<file path="src/rtl/ps2_command_tx.sv">
// Host-to-device PS/2 command transmitter: inhibit, request-to-send, 11-clock frame, ACK check.
// Drives the open-drain lines through *_drive_low outputs; completion and failure reported as 1-cycle pulses.
//
// state        | meaning
// IDLE         | lines released, waiting for send_command
// INHIBIT      | PS2_CLK held low for CLK_INHIBIT_CYCLES
// RTS          | one cycle with both lines low (request-to-send)
// WAIT_FIRST   | clk released, start bit on dat, waiting for the device's first falling edge
// SHIFT        | driving data, parity and stop bits on successive falling edges
// WAIT_ACK     | stop bit sent, waiting for the ACK edge
// WAIT_RELEASE | ACK seen, waiting for both lines to return high
module ps2_command_tx #(
  parameter int CLK_INHIBIT_CYCLES   = 5000,
  parameter int START_TIMEOUT_CYCLES = 750000,
  parameter int BIT_TIMEOUT_CYCLES   = 100000
) (
  input  logic       CLOCK_50,
  input  logic       reset,
  input  logic [7:0] command,
  input  logic       send_command,
  input  logic       ps2_clk_in,
  input  logic       ps2_dat_in,
  output logic       ps2_clk_drive_low,
  output logic       ps2_dat_drive_low,
  output logic       busy,
  output logic       command_was_sent,
  output logic       error_timed_out,
  output logic       error_no_ack
);

  localparam int MAX_A      = (CLK_INHIBIT_CYCLES > START_TIMEOUT_CYCLES) ?
                              CLK_INHIBIT_CYCLES : START_TIMEOUT_CYCLES;
  localparam int MAX_CYCLES = (MAX_A > BIT_TIMEOUT_CYCLES) ? MAX_A : BIT_TIMEOUT_CYCLES;
  localparam int TW         = $clog2(MAX_CYCLES + 1);

  localparam logic [TW-1:0] INHIBIT_LOAD = TW'(CLK_INHIBIT_CYCLES - 1);
  localparam logic [TW-1:0] START_LOAD   = TW'(START_TIMEOUT_CYCLES - 1);
  localparam logic [TW-1:0] BIT_LOAD     = TW'(BIT_TIMEOUT_CYCLES - 1);

  typedef enum logic [2:0] {
    IDLE, INHIBIT, RTS, WAIT_FIRST, SHIFT, WAIT_ACK, WAIT_RELEASE
  } state_t;

  state_t        state_q, state_d;
  logic [TW-1:0] timer_q, timer_d;
  logic [9:0]    frame_q, frame_d;
  logic [3:0]    idx_q, idx_d;
  logic          clk_low_q, clk_low_d;
  logic          dat_low_q, dat_low_d;
  logic          busy_q, busy_d;
  logic          done_q, done_d;
  logic          tmo_q, tmo_d;
  logic          noack_q, noack_d;

  logic clk_meta_q, clk_sync_q, clk_prev_q;
  logic dat_meta_q, dat_sync_q;
  logic fall, tc, pulse_any;

  assign fall      = clk_prev_q & ~clk_sync_q;
  assign tc        = (timer_q == '0);
  assign pulse_any = done_q | tmo_q | noack_q;

  always_comb begin
    state_d   = state_q;
    timer_d   = tc ? '0 : timer_q - TW'(1);
    frame_d   = frame_q;
    idx_d     = idx_q;
    clk_low_d = 1'b0;
    dat_low_d = dat_low_q;
    done_d    = 1'b0;
    tmo_d     = 1'b0;
    noack_d   = 1'b0;

    case (state_q)
      IDLE: begin
        dat_low_d = 1'b0;
        // a strobe coinciding with a completion pulse is dropped
        if (send_command && !pulse_any) begin
          frame_d   = {1'b1, ~^command, command};
          idx_d     = 4'd0;
          timer_d   = INHIBIT_LOAD;
          clk_low_d = 1'b1;
          state_d   = INHIBIT;
        end
      end
      INHIBIT: begin
        clk_low_d = 1'b1;
        if (tc) begin
          dat_low_d = 1'b1;
          state_d   = RTS;
        end
      end
      RTS: begin
        dat_low_d = 1'b1;
        timer_d   = START_LOAD;
        state_d   = WAIT_FIRST;
      end
      WAIT_FIRST: begin
        if (fall) begin
          dat_low_d = ~frame_q[0];
          idx_d     = 4'd1;
          timer_d   = BIT_LOAD;
          state_d   = SHIFT;
        end else if (tc) begin
          dat_low_d = 1'b0;
          tmo_d     = 1'b1;
          state_d   = IDLE;
        end
      end
      SHIFT: begin
        if (fall) begin
          dat_low_d = ~frame_q[idx_q];
          idx_d     = idx_q + 4'd1;
          timer_d   = BIT_LOAD;
          if (idx_q == 4'd9) state_d = WAIT_ACK;
        end else if (tc) begin
          dat_low_d = 1'b0;
          tmo_d     = 1'b1;
          state_d   = IDLE;
        end
      end
      WAIT_ACK: begin
        if (fall) begin
          if (!dat_sync_q) begin
            timer_d = BIT_LOAD;
            state_d = WAIT_RELEASE;
          end else begin
            dat_low_d = 1'b0;
            noack_d   = 1'b1;
            state_d   = IDLE;
          end
        end else if (tc) begin
          dat_low_d = 1'b0;
          tmo_d     = 1'b1;
          state_d   = IDLE;
        end
      end
      WAIT_RELEASE: begin
        if (clk_sync_q && dat_sync_q) begin
          dat_low_d = 1'b0;
          done_d    = 1'b1;
          state_d   = IDLE;
        end else if (tc) begin
          dat_low_d = 1'b0;
          tmo_d     = 1'b1;
          state_d   = IDLE;
        end
      end
      default: begin
        dat_low_d = 1'b0;
        state_d   = IDLE;
      end
    endcase

    busy_d = (state_d != IDLE);
  end

  always_ff @(posedge CLOCK_50) begin
    if (reset) begin
      state_q    <= IDLE;
      timer_q    <= '0;
      frame_q    <= '0;
      idx_q      <= '0;
      clk_low_q  <= 1'b0;
      dat_low_q  <= 1'b0;
      busy_q     <= 1'b0;
      done_q     <= 1'b0;
      tmo_q      <= 1'b0;
      noack_q    <= 1'b0;
      clk_meta_q <= 1'b1;
      clk_sync_q <= 1'b1;
      clk_prev_q <= 1'b1;
      dat_meta_q <= 1'b1;
      dat_sync_q <= 1'b1;
    end else begin
      state_q    <= state_d;
      timer_q    <= timer_d;
      frame_q    <= frame_d;
      idx_q      <= idx_d;
      clk_low_q  <= clk_low_d;
      dat_low_q  <= dat_low_d;
      busy_q     <= busy_d;
      done_q     <= done_d;
      tmo_q      <= tmo_d;
      noack_q    <= noack_d;
      clk_meta_q <= ps2_clk_in;
      clk_sync_q <= clk_meta_q;
      clk_prev_q <= clk_sync_q;
      dat_meta_q <= ps2_dat_in;
      dat_sync_q <= dat_meta_q;
    end
  end

  assign ps2_clk_drive_low = clk_low_q;
  assign ps2_dat_drive_low = dat_low_q;
  assign busy              = busy_q;
  assign command_was_sent  = done_q;
  assign error_timed_out   = tmo_q;
  assign error_no_ack      = noack_q;

endmodule

</file>
<file path="config.mk">
export PLATFORM = sky130hd
export DESIGN_NAME = ps2_command_tx
export DESIGN_NICKNAME = d
export VERILOG_FILES = /design/src/rtl/ps2_command_tx.sv
export SDC_FILE = /design/constraint.sdc
export NUM_CORES = 1
export LEC_CHECK = 0
export ABC_AREA = 1
export CAP_MARGIN = 15
export CORE_MARGIN = 1
export CORE_UTILIZATION = 60
export CTS_CLUSTER_DIAMETER = 40
export DETAILED_ROUTE_END_ITERATION = 12
export GPL_TIMING_DRIVEN = 0
export PLACE_DENSITY = 0.78
export SLEW_MARGIN = 30
export SYNTH_ARGS = -nofsm -noshare
export SYNTH_HDL_FRONTEND = slang
export SYNTH_SLANG_ARGS = --single-unit
</file>
<file path="constraint.sdc">
create_clock -name CLOCK_50 -period 4.3 [get_ports CLOCK_50]
set_input_delay 0.86 -clock CLOCK_50 [delete_from_list [all_inputs] [get_ports CLOCK_50]]
set_output_delay 0.86 -clock CLOCK_50 [all_outputs]
set_load 0.02 [all_outputs]
</file>
==> reports/results.txt, run 1 <==
overall global routing resource usage -> 0.279
CP bufs+invs -> 1
number of inserted diodes -> 0
Seq cells post-synth -> 48
area share of the largest cell type after synthesis -> 0.371
layout cell share with drive strength beyond 1 -> 0.0905
max-slew violation count -> 0
Setup TNS Final -> 0 ns
setup repair after global routing missed its margin -> no
Resized cells post-CTS -> 0
DR vias/cell -> 5.48
Peak supply drop -> 0.000227 V
placed cell count -> 440
Reg clk slew, reported paths -> 0.09 ns
Compound-Gate Fraction of Synth Area -> 0.115
first-pass GRT wire length -> 9.36 mm
Hold-fix buffers, CTS -> 0
fin cells -> 448
clock sinks -> 48
CP max stage cell -> clkdlybuf4s50_1
max cap viols -> 0
Worst setup EP type -> output port
fin nets -> 414
via count -> 2,456
PortBufs -> 18
Die Ht -> 67.7 um
setup repair bufs after CTS -> 0
WP data required -> 3.44 ns
post-layout min period -> 2.15 ns
Die W -> 67.7 um
DRC viols -> 0
Routed Antenna Nets -> 0
die area -> 4580 um2
number of CTS-inserted buffers -> 5
Seq/Total Area, Yosys -> 0.371
period utilization -> 0.501
Critical Path, Cell by Cell -> clkdlybuf4s50_1
DRT Wirelength -> 5.80 mm
synthesized area -> 2590 um2
worst skew pair latency -> 0.31 ns
Unique masters post-synth -> 34
Final Skew -> 0.00986 ns
H-tree Lvls -> 2
post-synthesis xor/xnor area fraction -> 0.0643
dominant cell type by area after synthesis -> dfxtp_1
CTS tree -> built
Largest delay share family, worst path -> buffers and inverters
final hold vios -> 0
status -> complete, no violations
DRT Pass-1 Iters -> 4
critical setup path kind -> flip-flop to output port
CP max FO -> 3
GP Congestion -> 0.865
syn nets -> 389
DRT iter0 DRCs -> 94
DP Wirelength -> 4.48 mm
largest family of logic cells by synthesized area -> simple AND/OR/NAND/NOR gates
Adder-Cell Fraction of Synth Area -> 0.0193
Area growth syn-to-layout -> 13.1%
synthesized instance count -> 372
P_leak -> 1.36 nW
Ports -> 19
P per Cell Area -> 397 nW/um2
Final setup viols -> 0
CP max stage delay -> 0.62 ns
Final Cell Area -> 2930 um2
Fmax achieved -> 0.464 GHz
crit start category -> flip-flop
simple-gate share of the synthesized area -> 0.341
transition time of the tightest slew-check pin -> 0.524 ns
clk buf depth -> 2
DR WL/cell -> 12.9 um
Max-slew headroom -> 0.651
mean post-synth cell area -> 6.96 um2
grt ovf -> 0
synth top area cells -> dfxtp_1 37%, nand2_1 11%, inv_1 7.1%, nor2_1 6.4%, nand3_1 6.0%
YS warnings -> 0
crit path DAT -> 1.29 ns
Hold Path Class -> flip-flop to flip-flop
Initial Util -> 0.634
pin count of the biggest net entering global routing -> 16
multiplexer share of the synthesized area -> 0
post-placement cell area -> 2830 um2
FP Rows -> 23
core box area -> 4090 um2
Root Buffer -> clkbuf_8
initial antenna violation count -> 0
vias in the first global route -> 2,207
power by group:
| group | switching, W | internal [W] | total, W | leakage, nW |
|---|---|---|---|---|
| Sequential | 0.0000333 | 0.000489 | 0.000522 | 0.394 |
| Clock | 0.000158 | 0.000130 | 0.000289 | 0.0434 |
| Combinational | 0.000217 | 0.000136 | 0.000354 | 0.920 |
sequential cells by signal, indices dropped and copies added (netlist names), 3 cells and up:
signal   flops
timer_q     20
frame_q     10
idx_q        4
state_q      3
final timing paths:
check / cells past startpoint / from / end / slack, ns
worst max register to register: 8 / timer_q[2]$_SDFF_PP0_ / timer_q[19]$_SDFF_PP0_ / 2.57
worst max-delay path: 1 / ps2_dat_drive_low$_SDFFE_PP0P_ / ps2_dat_drive_low / 2.15
worst min register to register: 1 / clk_meta_q$_SDFF_PP1_ / clk_sync_q$_SDFF_PP1_ / 0.42
worst min-delay path: 1 / clk_meta_q$_SDFF_PP1_ / clk_sync_q$_SDFF_PP1_ / 0.42
per-layer routing:
layer	vias up	global-route usage	wire length (um)
li1	1244	-	-
met5	-	0	0
met2	51	0.515	3020
met1	1154	0.307	2490
met3	7	0.0726	229
met4	0	0.0878	59
cell usage in the layout, fill, tap and decap left out, drive strengths merged, types with 7 or more instances in the layout:
cell type      count
a21oi             29
clkbuf            11
clkdlybuf4s50     18
dfxtp             48
inv               52
nand2             79
nand3             35
nor2              47
nor3               7
o21ai             20
or2                7
xnor2             10
xor2               9
synthesized netlist by cell type:
master,instances
nand2_1,76
inv_1,49
dfxtp_1,48
nor2_1,44
nand3_1,31
a21oi_1,28
o21ai_0,18
xnor2_1,10
xor2_1,9
or2_2,7
clkbuf_1,5
nor3_1,5
ha_1,4
nand3_2,4
inv_2,3
nand3b_1,3
nand4_1,3
nor3b_1,3
nor4_1,3
a31oi_1,2
nand2_2,2
nor2_2,2
o21ai_2,2
a211oi_1,1
a21boi_1,1
a21oi_4,1
buf_2,1
buf_6,1
nand2_4,1
nand4_2,1
nor2_4,1
nor3_2,1
nor3_4,1
o211ai_1,1
kinds of logic (layout without fill, tap and decap cells):
family	after synthesis	after routing
AO/OA/AOI/OAI	54	54
buffers and inverters	59	85
AND/OR/NAND/NOR	188	188
XOR/XNOR	19	19
adder cells (fa/ha/maj)	4	4
flip-flops	48	48
cell type report:
| type | instances | area [um2] |
|---|---|---|
| Multi-Input combinational cell | 265 | 1400 |
| Fill cell | 378 | 1160 |
| Sequential cell | 48 | 961 |
| Inverter | 52 | 195 |
| Timing Repair Buffer | 18 | 180 |
| Clock buffer | 6 | 82.6 |
| Tap cell | 50 | 62.6 |
| Buffer | 7 | 35.0 |
| Clock inverter | 2 | 15.0 |
per-stage QoR:
stage / setup WS [ns] / hold WS, ns / power [W] / utilization
finish: 2.15 / 0.419 / 0.00116 / 0.717
global route: 2.08 / 0.434 / 0.00124 / 0.717
CTS: 2.14 / 0.423 / 0.00117 / 0.717
detailed placement: 1.91 / 0.394 / 0.000884 / 0.693
global placement: 1.95 / 0.396 / 0.000875 / 0.693
floorplan: 2.76 / 0.389 / 0.000797 / -
Power figures use the tool's default switching activity.
==> run 2, diff against run 1 <==
--- a/config.mk
+++ b/config.mk
@@ -8,11 +8,11 @@
 export ABC_AREA = 1
 export CAP_MARGIN = 15
 export CORE_MARGIN = 1
-export CORE_UTILIZATION = 60
+export CORE_UTILIZATION = 52
 export CTS_CLUSTER_DIAMETER = 40
 export DETAILED_ROUTE_END_ITERATION = 12
 export GPL_TIMING_DRIVEN = 0
-export PLACE_DENSITY = 0.78
+export PLACE_DENSITY = 0.72
 export SLEW_MARGIN = 30
 export SYNTH_ARGS = -nofsm -noshare
 export SYNTH_HDL_FRONTEND = slang
==> constraint.sdc (replaced) <==
create_clock -name CLOCK_50 -period 1.8 [get_ports CLOCK_50]
set_input_delay 0.36 -clock CLOCK_50 [delete_from_list [all_inputs] [get_ports CLOCK_50]]
set_output_delay 0.36 -clock CLOCK_50 [all_outputs]
set_load 0.02 [all_outputs]
==> reports/results.txt, run 2 (same netlist as run 1, synthesis figures left out) <==
reg2reg end -> timer_q[14]$_SDFF_PP0_
WL met2 -> 2.64 mm
met1 wire length -> 2.62 mm
P per Cell Area -> 935 nW/um2
Worst setup EP type -> flip-flop
clock sinks -> 48
number of CTS-inserted buffers -> 5
Hold Path Class -> flip-flop to flip-flop
R2R setup slack -> 0.13 ns
CP max FO -> 6
CP max stage delay -> 0.45 ns
Root Buffer -> clkbuf_8
Die Ht -> 72.6 um
worst r2r path cells -> 8
Die W -> 72.6 um
DRT iter0 DRCs -> 141
GP Congestion -> 0.882
DRC viols -> 0
DRT Wirelength -> 5.62 mm
fin cells -> 464
period utilization -> 0.927
Largest delay share family, worst path -> simple AND/OR/NAND/NOR gates
CP bufs+invs -> 2
vias in the first global route -> 2,154
crit path DAT -> 1.90 ns
Routed Antenna Nets -> 0
Final Skew -> 0.00707 ns
Critical Path, Cell by Cell -> inv_1 -> nand3_1 -> nor3_2 -> a21oi_4 -> inv_2 -> nor2_2 -> nand4_1 -> nand2_1
final hold vios -> 0
WHS Endpoint -> dat_sync_q$_SDFF_PP1_
Largest regs -> timer_q x20, frame_q x10, idx_q x4
most common cell after layout, fill and taps aside -> nand2_1
post-layout min period -> 1.67 ns
final core utilization -> 0.627
fin nets -> 414
hold path start -> dat_meta_q$_SDFF_PP1_
post-placement cell area -> 2850 um2
placed cell count -> 457
DRT Pass-1 Iters -> 4
Area growth syn-to-layout -> 15.1%
Fmax achieved -> 0.600 GHz
crit start category -> flip-flop
core box area -> 4750 um2
worst r2r src -> state_q[1]$_SDFF_PP0_
critical setup path kind -> flip-flop to flip-flop
total power -> 0.00279 W
via count -> 2,358
status -> complete, no violations
Final Cell Area -> 2980 um2
Ports -> 19
H-tree Lvls -> 2
CP max stage cell -> dfxtp_1
FP Rows -> 25
max cap viols -> 0
Reg clk slew, reported paths -> 0.08 ns
CTS tree -> built
DR WL/cell -> 12.1 um
number of inserted diodes -> 0
DR vias/cell -> 5.08
hold path depth -> 1
Fillers -> 473
grt ovf -> 0
setup repair after global routing missed its margin -> no
layout cell share with drive strength beyond 1 -> 0.111
PortBufs -> 18
max FFs per register -> 20
die area -> 5270 um2
initial antenna violation count -> 0
clk buf depth -> 2
Most flops, register -> timer_q
top layer in use -> met4
pin count of the biggest net entering global routing -> 14
worst skew pair latency -> 0.30 ns
Max-slew headroom -> 0.661
first-pass GRT wire length -> 9.54 mm
routed wl met3 -> 263 um
commonest non-fill, non-tap cells in the layout -> 75 x nand2_1, 49 x inv_1, 47 x dfxtp_1
Peak supply drop -> 0.000506 V
Final setup viols -> 0
P_leak -> 1.37 nW
max-slew violation count -> 0
transition time of the tightest slew-check pin -> 0.509 ns
WP data required -> 2.03 ns
overall global routing resource usage -> 0.234
Hold WS -> 0.413 ns
DP Wirelength -> 4.31 mm
Initial Util -> 0.545
-- run 2: layout make-up --
cell class                      count  area (um2)  area share
Inverter                           52         195      0.0655
Timing Repair Buffer               18         180      0.0604
Tap cell                           67        83.8      0.0281
Multi-Input combinational cell    265        1430       0.479
Sequential cell                    48         962       0.323
Clock buffer                        7        96.3      0.0323
Buffer                              7        36.3      0.0122
-- run 2: report_power, final --
group / switching, W / internal [W]
combinational: 0.000525 / 0.000337
clock: 0.000336 / 0.000342
sequential: 0.0000805 / 0.00117
total: 0.000942 / 0.00185
-- run 2: how the worst max path moves through the flow --
| stage | from | end | slack [ns] | depth (start not counted) |
|---|---|---|---|---|
| final | state_q[1]$_SDFF_PP0_ | timer_q[14]$_SDFF_PP0_ | 0.13 | 8 |
| after global routing | timer_q[16]$_SDFF_PP0_ | busy$_SDFF_PP0_ | 0.0006 | 9 |
| after global placement | reset | frame_q[5]$_SDFFE_PP0P_ | 0.007 | 5 |
| after CTS | timer_q[0]$_SDFF_PP0_ | busy$_SDFF_PP0_ | 0.10 | 10 |
| after detailed placement | reset | frame_q[3]$_SDFFE_PP0P_ | -0.01 | 5 |
| after floorplan | timer_q[0]$_SDFF_PP0_ | busy$_SDFF_PP0_ | 0.36 | 10 |
-- run 2: repair_timing --
item / in CTS / in global routing
resized for setup: 0 / 11
setup buffers: 0 / 0
setup endpoints to repair: 0 / 8
hold buffers: 0 / 0
-- run 2: layer usage --
metal	GRT usage	up-vias
met5	0	-
met4	0.0937	0
met3	0.0442	8
met2	0.387	57
met1	0.302	1056
li1	-	1237
-- run 2: worst register-to-register path: stages, from the launching register on --
cell	delay, ns
dfxtp_1	0.45
inv_1	0.13
nand3_1	0.17
nor3_2	0.08
a21oi_4	0.22
inv_2	0.09
nor2_2	0.25
nand4_1	0.13
nand2_1	0.08
-- run 2: metrics by stage --
stage	setup TNS [ns]	setup slack (ns)
finish	0	0.132
global route	0	0.000570
CTS	0	0.104
detailed placement	-0.0156	-0.00953
global placement	0	0.00739
floorplan	0	0.361
